File: config.mk
export PLATFORM = sky130hd
export DESIGN_NAME = logic_unit_seq
export DESIGN_NICKNAME = d
export VERILOG_FILES = /design/src/rtl/logic_unit_seq.sv
export SDC_FILE = /design/constraint.sdc
export NUM_CORES = 1
export LEC_CHECK = 0
export BUFFER_PORTS_ARGS = -buffer_cell sky130_fd_sc_hd__buf_2
export CAP_MARGIN = 20
export CORE_AREA = 2 2 77 79
export DETAILED_ROUTE_END_ITERATION = 10
export DIE_AREA = 0 0 79 81
export PLACE_DENSITY = 0.74
export RECOVER_POWER = 25
export SYNTH_ARGS = -nofsm -noshare
export SYNTH_HDL_FRONTEND = slang
export SYNTH_SLANG_ARGS = --single-unit
export TNS_END_PERCENT = 100
File: constraint.sdc
create_clock -name clk -period 1.6 [get_ports clk]
set_input_delay 0.24 -clock clk [delete_from_list [all_inputs] [get_ports clk]]
set_output_delay 0.24 -clock clk [all_outputs]
set_load 0.02 [all_outputs]
File: src/rtl/logic_unit_seq.sv
// logic_unit_seq: registered bitwise gate unit with a built-in self-test sweep.
//
// Computes AND, OR, NAND, NOR, XOR, XNOR, BUF(in1) or INV(in1) on WIDTH-bit
// operands. A one-entry output register sits behind a valid/ready handshake.
// A self-test sweep runs every op and operand combination and compresses the
// results into a MISR signature.
//
// Handshake: a beat moves on any rising edge where valid && ready are both high.
// A producer holds valid and its data stable until that edge. ready may depend
// combinationally on the other side's valid, but valid never depends on ready.
//
// Optional feature: define LOGIC_UNIT_TRISTATE_EN to sample `enable` with each
// operand. With enable=0, out_z registers all ones and out_data registers 0.
// Without the macro, `enable` is ignored and out_z is always 0.
//
// Ports:
//   clk, rst            clock (rising edge), asynchronous active-high reset
//   in_valid/in_ready   operand handshake
//   op, in1, in2        op select (0..7) and operands
//   enable              output enable (tristate build only)
//   out_valid/out_ready result handshake
//   out_data, out_z     registered result and per-bit high-impedance flag
//   sweep_start         request a self-test sweep
//   sweep_busy          sweep in progress
//   sweep_done          one-cycle pulse at the end of a sweep
//   signature           MISR result
//   fsm_state           debug view of the sweep FSM (0 IDLE, 1 SWEEP, 2 DONE)
module logic_unit_seq #(
  parameter int               WIDTH      = 8,
  parameter int               SWEEP_BITS = 4,
  parameter logic [WIDTH-1:0] POLY       = 8'h1D
) (
  input  logic             clk,
  input  logic             rst,
  input  logic             in_valid,
  output logic             in_ready,
  input  logic [2:0]       op,
  input  logic [WIDTH-1:0] in1,
  input  logic [WIDTH-1:0] in2,
  input  logic             enable,
  output logic             out_valid,
  input  logic             out_ready,
  output logic [WIDTH-1:0] out_data,
  output logic [WIDTH-1:0] out_z,
  input  logic             sweep_start,
  output logic             sweep_busy,
  output logic             sweep_done,
  output logic [WIDTH-1:0] signature,
  output logic [1:0]       fsm_state
);

  localparam int CW = 3 + 2 * SWEEP_BITS;

  typedef enum logic [1:0] {
    IDLE  = 2'd0,
    SWEEP = 2'd1,
    DONE  = 2'd2
  } state_t;

  state_t            state_q, state_d;
  logic [CW-1:0]     cnt_q, cnt_d;
  logic [WIDTH-1:0]  sig_q, sig_d;
  logic              out_valid_q, out_valid_d;
  logic [WIDTH-1:0]  out_data_q, out_data_d;
  logic [WIDTH-1:0]  out_z_q, out_z_d;

  logic [2:0]        sw_op;
  logic [WIDTH-1:0]  sw_in1, sw_in2, sw_res, op_res;
  logic              xfer;

  function automatic logic [WIDTH-1:0] gate_fn(input logic [2:0]       f,
                                               input logic [WIDTH-1:0] a,
                                               input logic [WIDTH-1:0] b);
    logic [WIDTH-1:0] r;
    case (f)
      3'd0:    r = a & b;
      3'd1:    r = a | b;
      3'd2:    r = ~(a & b);
      3'd3:    r = ~(a | b);
      3'd4:    r = a ^ b;
      3'd5:    r = ~(a ^ b);
      3'd6:    r = a;
      default: r = ~a;
    endcase
    return r;
  endfunction

  // Sweep operands come straight from the counter fields:
  // {op, in2, in1} with in1 in the low bits, each zero-extended.
  always_comb begin
    sw_op  = cnt_q[CW-1 -: 3];
    sw_in1 = '0;
    sw_in2 = '0;
    sw_in1[SWEEP_BITS-1:0] = cnt_q[SWEEP_BITS-1:0];
    sw_in2[SWEEP_BITS-1:0] = cnt_q[2*SWEEP_BITS-1 -: SWEEP_BITS];
  end

  // The sweep never looks at `enable`; its results are always the enabled value.
  assign sw_res = gate_fn(sw_op, sw_in1, sw_in2);
  assign op_res = gate_fn(op, in1, in2);

  // sweep_start blocks acceptance in the same cycle, so a sweep and a
  // transfer can never begin together.
  assign in_ready = (state_q == IDLE) && !sweep_start && (!out_valid_q || out_ready);
  assign xfer     = in_valid && in_ready;

  // Sweep FSM: next state, counter and signature.
  always_comb begin
    state_d = state_q;
    cnt_d   = cnt_q;
    sig_d   = sig_q;
    case (state_q)
      IDLE: begin
        if (sweep_start && !out_valid_q) begin
          state_d = SWEEP;
          cnt_d   = '0;
          sig_d   = '0;
        end
      end
      SWEEP: begin
        sig_d = {sig_q[WIDTH-2:0], 1'b0} ^ (sig_q[WIDTH-1] ? POLY : '0) ^ sw_res;
        cnt_d = cnt_q + 1'b1;
        if (cnt_q == {CW{1'b1}}) begin
          state_d = DONE;
        end
      end
      DONE: begin
        state_d = IDLE;
      end
      default: begin
        state_d = IDLE;
      end
    endcase
  end

  // Output register: load on transfer, otherwise drain when downstream takes it.
  always_comb begin
    out_valid_d = out_valid_q;
    out_data_d  = out_data_q;
    out_z_d     = out_z_q;
    if (xfer) begin
      out_valid_d = 1'b1;
`ifdef LOGIC_UNIT_TRISTATE_EN
      out_data_d  = enable ? op_res : '0;
      out_z_d     = enable ? '0 : '1;
`else
      out_data_d  = op_res;
      out_z_d     = '0;
`endif
    end else if (out_valid_q && out_ready) begin
      out_valid_d = 1'b0;
    end
  end

`ifndef LOGIC_UNIT_TRISTATE_EN
  logic unused_enable;
  assign unused_enable = enable;
`endif

  always_ff @(posedge clk or posedge rst) begin
    if (rst) begin
      state_q     <= IDLE;
      cnt_q       <= '0;
      sig_q       <= '0;
      out_valid_q <= 1'b0;
      out_data_q  <= '0;
      out_z_q     <= '0;
    end else begin
      state_q     <= state_d;
      cnt_q       <= cnt_d;
      sig_q       <= sig_d;
      out_valid_q <= out_valid_d;
      out_data_q  <= out_data_d;
      out_z_q     <= out_z_d;
    end
  end

  assign out_valid  = out_valid_q;
  assign out_data   = out_data_q;
  assign out_z      = out_z_q;
  assign sweep_busy = (state_q == SWEEP);
  assign sweep_done = (state_q == DONE);
  assign signature  = sig_q;
  assign fsm_state  = state_q;

endmodule

==> flow_summary.toml <==
[clock_network]
numClockSinks = 30
postCtsHoldBufs = 0
cts.htree.levels = 2
cts_buffers = 5
cts_root_buf = "clkbuf_8"
cts_tree = "done"
insertion_delay_ns = 0.29
clock_path_buffers = 2
clk_pin_slew_ns = 0.07

[synthesis]
netlist_area_um2 = 2670
syn-instance-count = 304
yosys_warnings = 0
ys_seq_area_share_pct = 28.1
avgSynthCellArea_um2 = 8.78
ys_seq_elements = 30
async_reset_ff_share_pct = 100
synth_ff_type = "dfrtp_1"
synth_cell_types = 51
synth-edff-count = 0

[floorplan]
rows = 28
dieArea_um2 = 6400
die_h_um = 81
die_x_um = 79
fp.coreArea_um2 = 5680
io_pins = 55
start_util_pct = 47.0

[grt]
antenna_found_initial = 0
grt_first_pass_wirelength_mm = 10.3
grt_pass1_vias = 2330
grt_usage_pct = 20.1
met2_usage_pct = 38.2
grt.busiest_layer = "met2"
grt_max_degree = 31
gr-total-overflow = 0
use_met3_pct = 3.33
grtUsageMet1_pct = 22.5

[finish]
area_growth_pct = 33.2
diodes = 0
drive_gt1_share_pct = 40.9
final_cells = 464
nets = 438
final_core_util_pct = 62.7
design_area_um2 = 3560

[routing]
wl_per_cell_um = 14.1
drt-vias-per-instance = 5.32
dr.pass1.iters = 4
wl_mm = 6.54
drc = 0
via_count = 2470
postRouteAntennaNets = 0
drt_iter0_drc = 66

[placed_design]
place_area_um2 = 3230
dp_slack_ns = -0.104
dpl.hpwl_mm = 4.54
dpl.cell_count = 446
port_buffers = 45
gp_congestion = 0.930

[critical_path]
crit_end = "cnt_q[10]"
critPathArrivalTime_ns = 1.97
start_kind = "register"
critPathMaxStageDelay_ns = 0.41
reg2reg_slack_ns = -0.14
cp-end-kind = "register"
reg2reg_depth = 7
cp_slowest_cell = "dfrtp_1"
reg2reg_from = "cnt_q[2]"
crit_family = "simple AND/OR/NAND/NOR gates"
cp.required_ns = 1.82
r2r_end = "cnt_q[10]"
crit_chain = "buf_4 -> buf_6 -> and4_4 -> nand3_2 -> or2_4 -> or3_4 -> a21oi_2"
crit_start = "cnt_q[2]"
critical_path_depth = 7
cp_num_buf_inv = 2
crit_fanout = 4
critPathKind = "register to register"

[power]
ir_drop_v = 0.000756
p_per_area_nw_per_um2 = 1370
power.total_mw = 4.88
power.leakage_nw = 1.70

[job]
maxCapViolations = 0

[timing]
max_freq_mhz = 574
max_slew_margin_pct = 48.9
finalCritPeriodShare_pct = 109
fin_skew_ns = 0.0119
worstMarginPinSlew_ns = 0.766
holdWs_ns = 0.156
timing.final.crit_period_ns = 1.74
hold_violations = 0
layout_setup_ws_ns = -0.142
drv_slew = 0
finalSetupTns_ns = -0.380
setup_violations = 6
rsz0062_at_grt = "true"

[outcome]
status = "finished with violations"
violations = "negative setup slack"

[hold_path]
hold_class = "primary input to asynchronous set/reset pin"
[logic make-up after synthesis]
logic type                 Yosys count  synth area share, %
muxes                               23                 10.5
adders and majority gates           25                 11.7
xor gates and xnor gates            20                 6.56
and+or+nand+nor                     77                 16.1
buffers and inverters               56                 9.52
DFF                                 30                 28.1
other                                1                0.141
AOI/OAI and AO/OA                   72                 17.3
[worst register-to-register path: cells and delay by family (launching register included)]
family                 cells  cell delay [ns]
and+or+nand+nor            4             0.91
AOI/OAI and AO/OA          1             0.15
buffers and inverters      2             0.22
DFF                        1             0.41
[cells in the mapped netlist, drive strengths merged, types with 2 or more instances]
cell	number	area share [%]
dfrtp	30	28
inv	30	4.2
o21ai	30	5.6
ha	25	12
buf	18	4.2
nand2	16	2.3
nand3	15	2.8
nor2	15	2.2
xnor2	14	4.6
a21oi	12	2.4
mux2	11	4.6
mux2i	9	3.4
nand2b	9	2.2
clkbuf	8	1.1
o211ai	7	2.0
o221ai	6	2.0
xor2	6	2.0
a22o	5	1.6
nor2b	4	0.94
mux4	3	2.5
nor3	3	0.56
a21o	2	0.56
and4	2	0.66
nand4	2	0.47
o21a	2	0.56
o31ai	2	0.56
or3	2	0.47
or4b	2	0.89
[flip-flops by register name, indices dropped and copies added (netlist names)]
signal / count
fsm_state: 2
signature: 8
cnt_q: 11
out_data: 8
out_valid: 1
[power by group]
part / internal [mW] / switching (mW) / total, mW
Sequential: 1.02 / 0.242 / 1.26
Clock: 0.350 / 0.290 / 0.640
Combinational: 1.54 / 1.45 / 2.99
Total: 2.91 / 1.98 / 4.88
[cell usage in the layout (no fill, tap or decap), types with 8 or more instances in the layout]
cell type	Yosys	final
dfrtp_1	30	26
buf_2	8	44
nand2b_1	8	8
mux2_2	11	9
o21ai_0	23	20
o21ai_1	7	10
conb_1	1	8
nand3_1	15	14
inv_1	29	23
mux2i_1	9	9
xnor2_1	14	13
nand2_1	15	14
nor2_1	14	14
ha_1	25	20
a21oi_1	11	9
buf_4	9	46
[timing repair]
action,4_1_cts,5_1_grt
endpoints found under the setup margin,6,14
buffers inserted,2,8
cloned,0,0
gates resized for setup,11,26
pin swaps,5,18
[metal layers]
metal | vias to the layer above | part of all wire [%]
met2 | 72 | 53
met3 | 20 | 4.1
met5 | - | 0
met1 | 1168 | 40
met4 | 0 | 2.8
li1 | 1210 | -
[how the worst min path moves through the flow]
| stage | startpoint | end | slack (ns) | cells past startpoint |
|---|---|---|---|---|
| final | rst | cnt_q[4] | 0.16 | 3 |
| after global routing | rst | out_data[1] | 0.23 | 3 |
| after CTS | rst | cnt_q[8] | 0.03 | 3 |
| after detailed placement | rst | signature[4] | 0.34 | 3 |
| after global placement | rst | signature[5] | 0.33 | 3 |
| after floorplan | rst | cnt_q[0] | 0.33 | 1 |
[cell type report]
class / count / area [µm²]
fillers: 475 / 2120
inverters: 30 / 115
well taps: 75 / 93.8
clock buffers: 8 / 90.1
flip-flops and latches: 30 / 756
repair buffers: 96 / 636
multi-input cells: 225 / 1870
No activity file was read; power rests on OpenSTA's default activity.
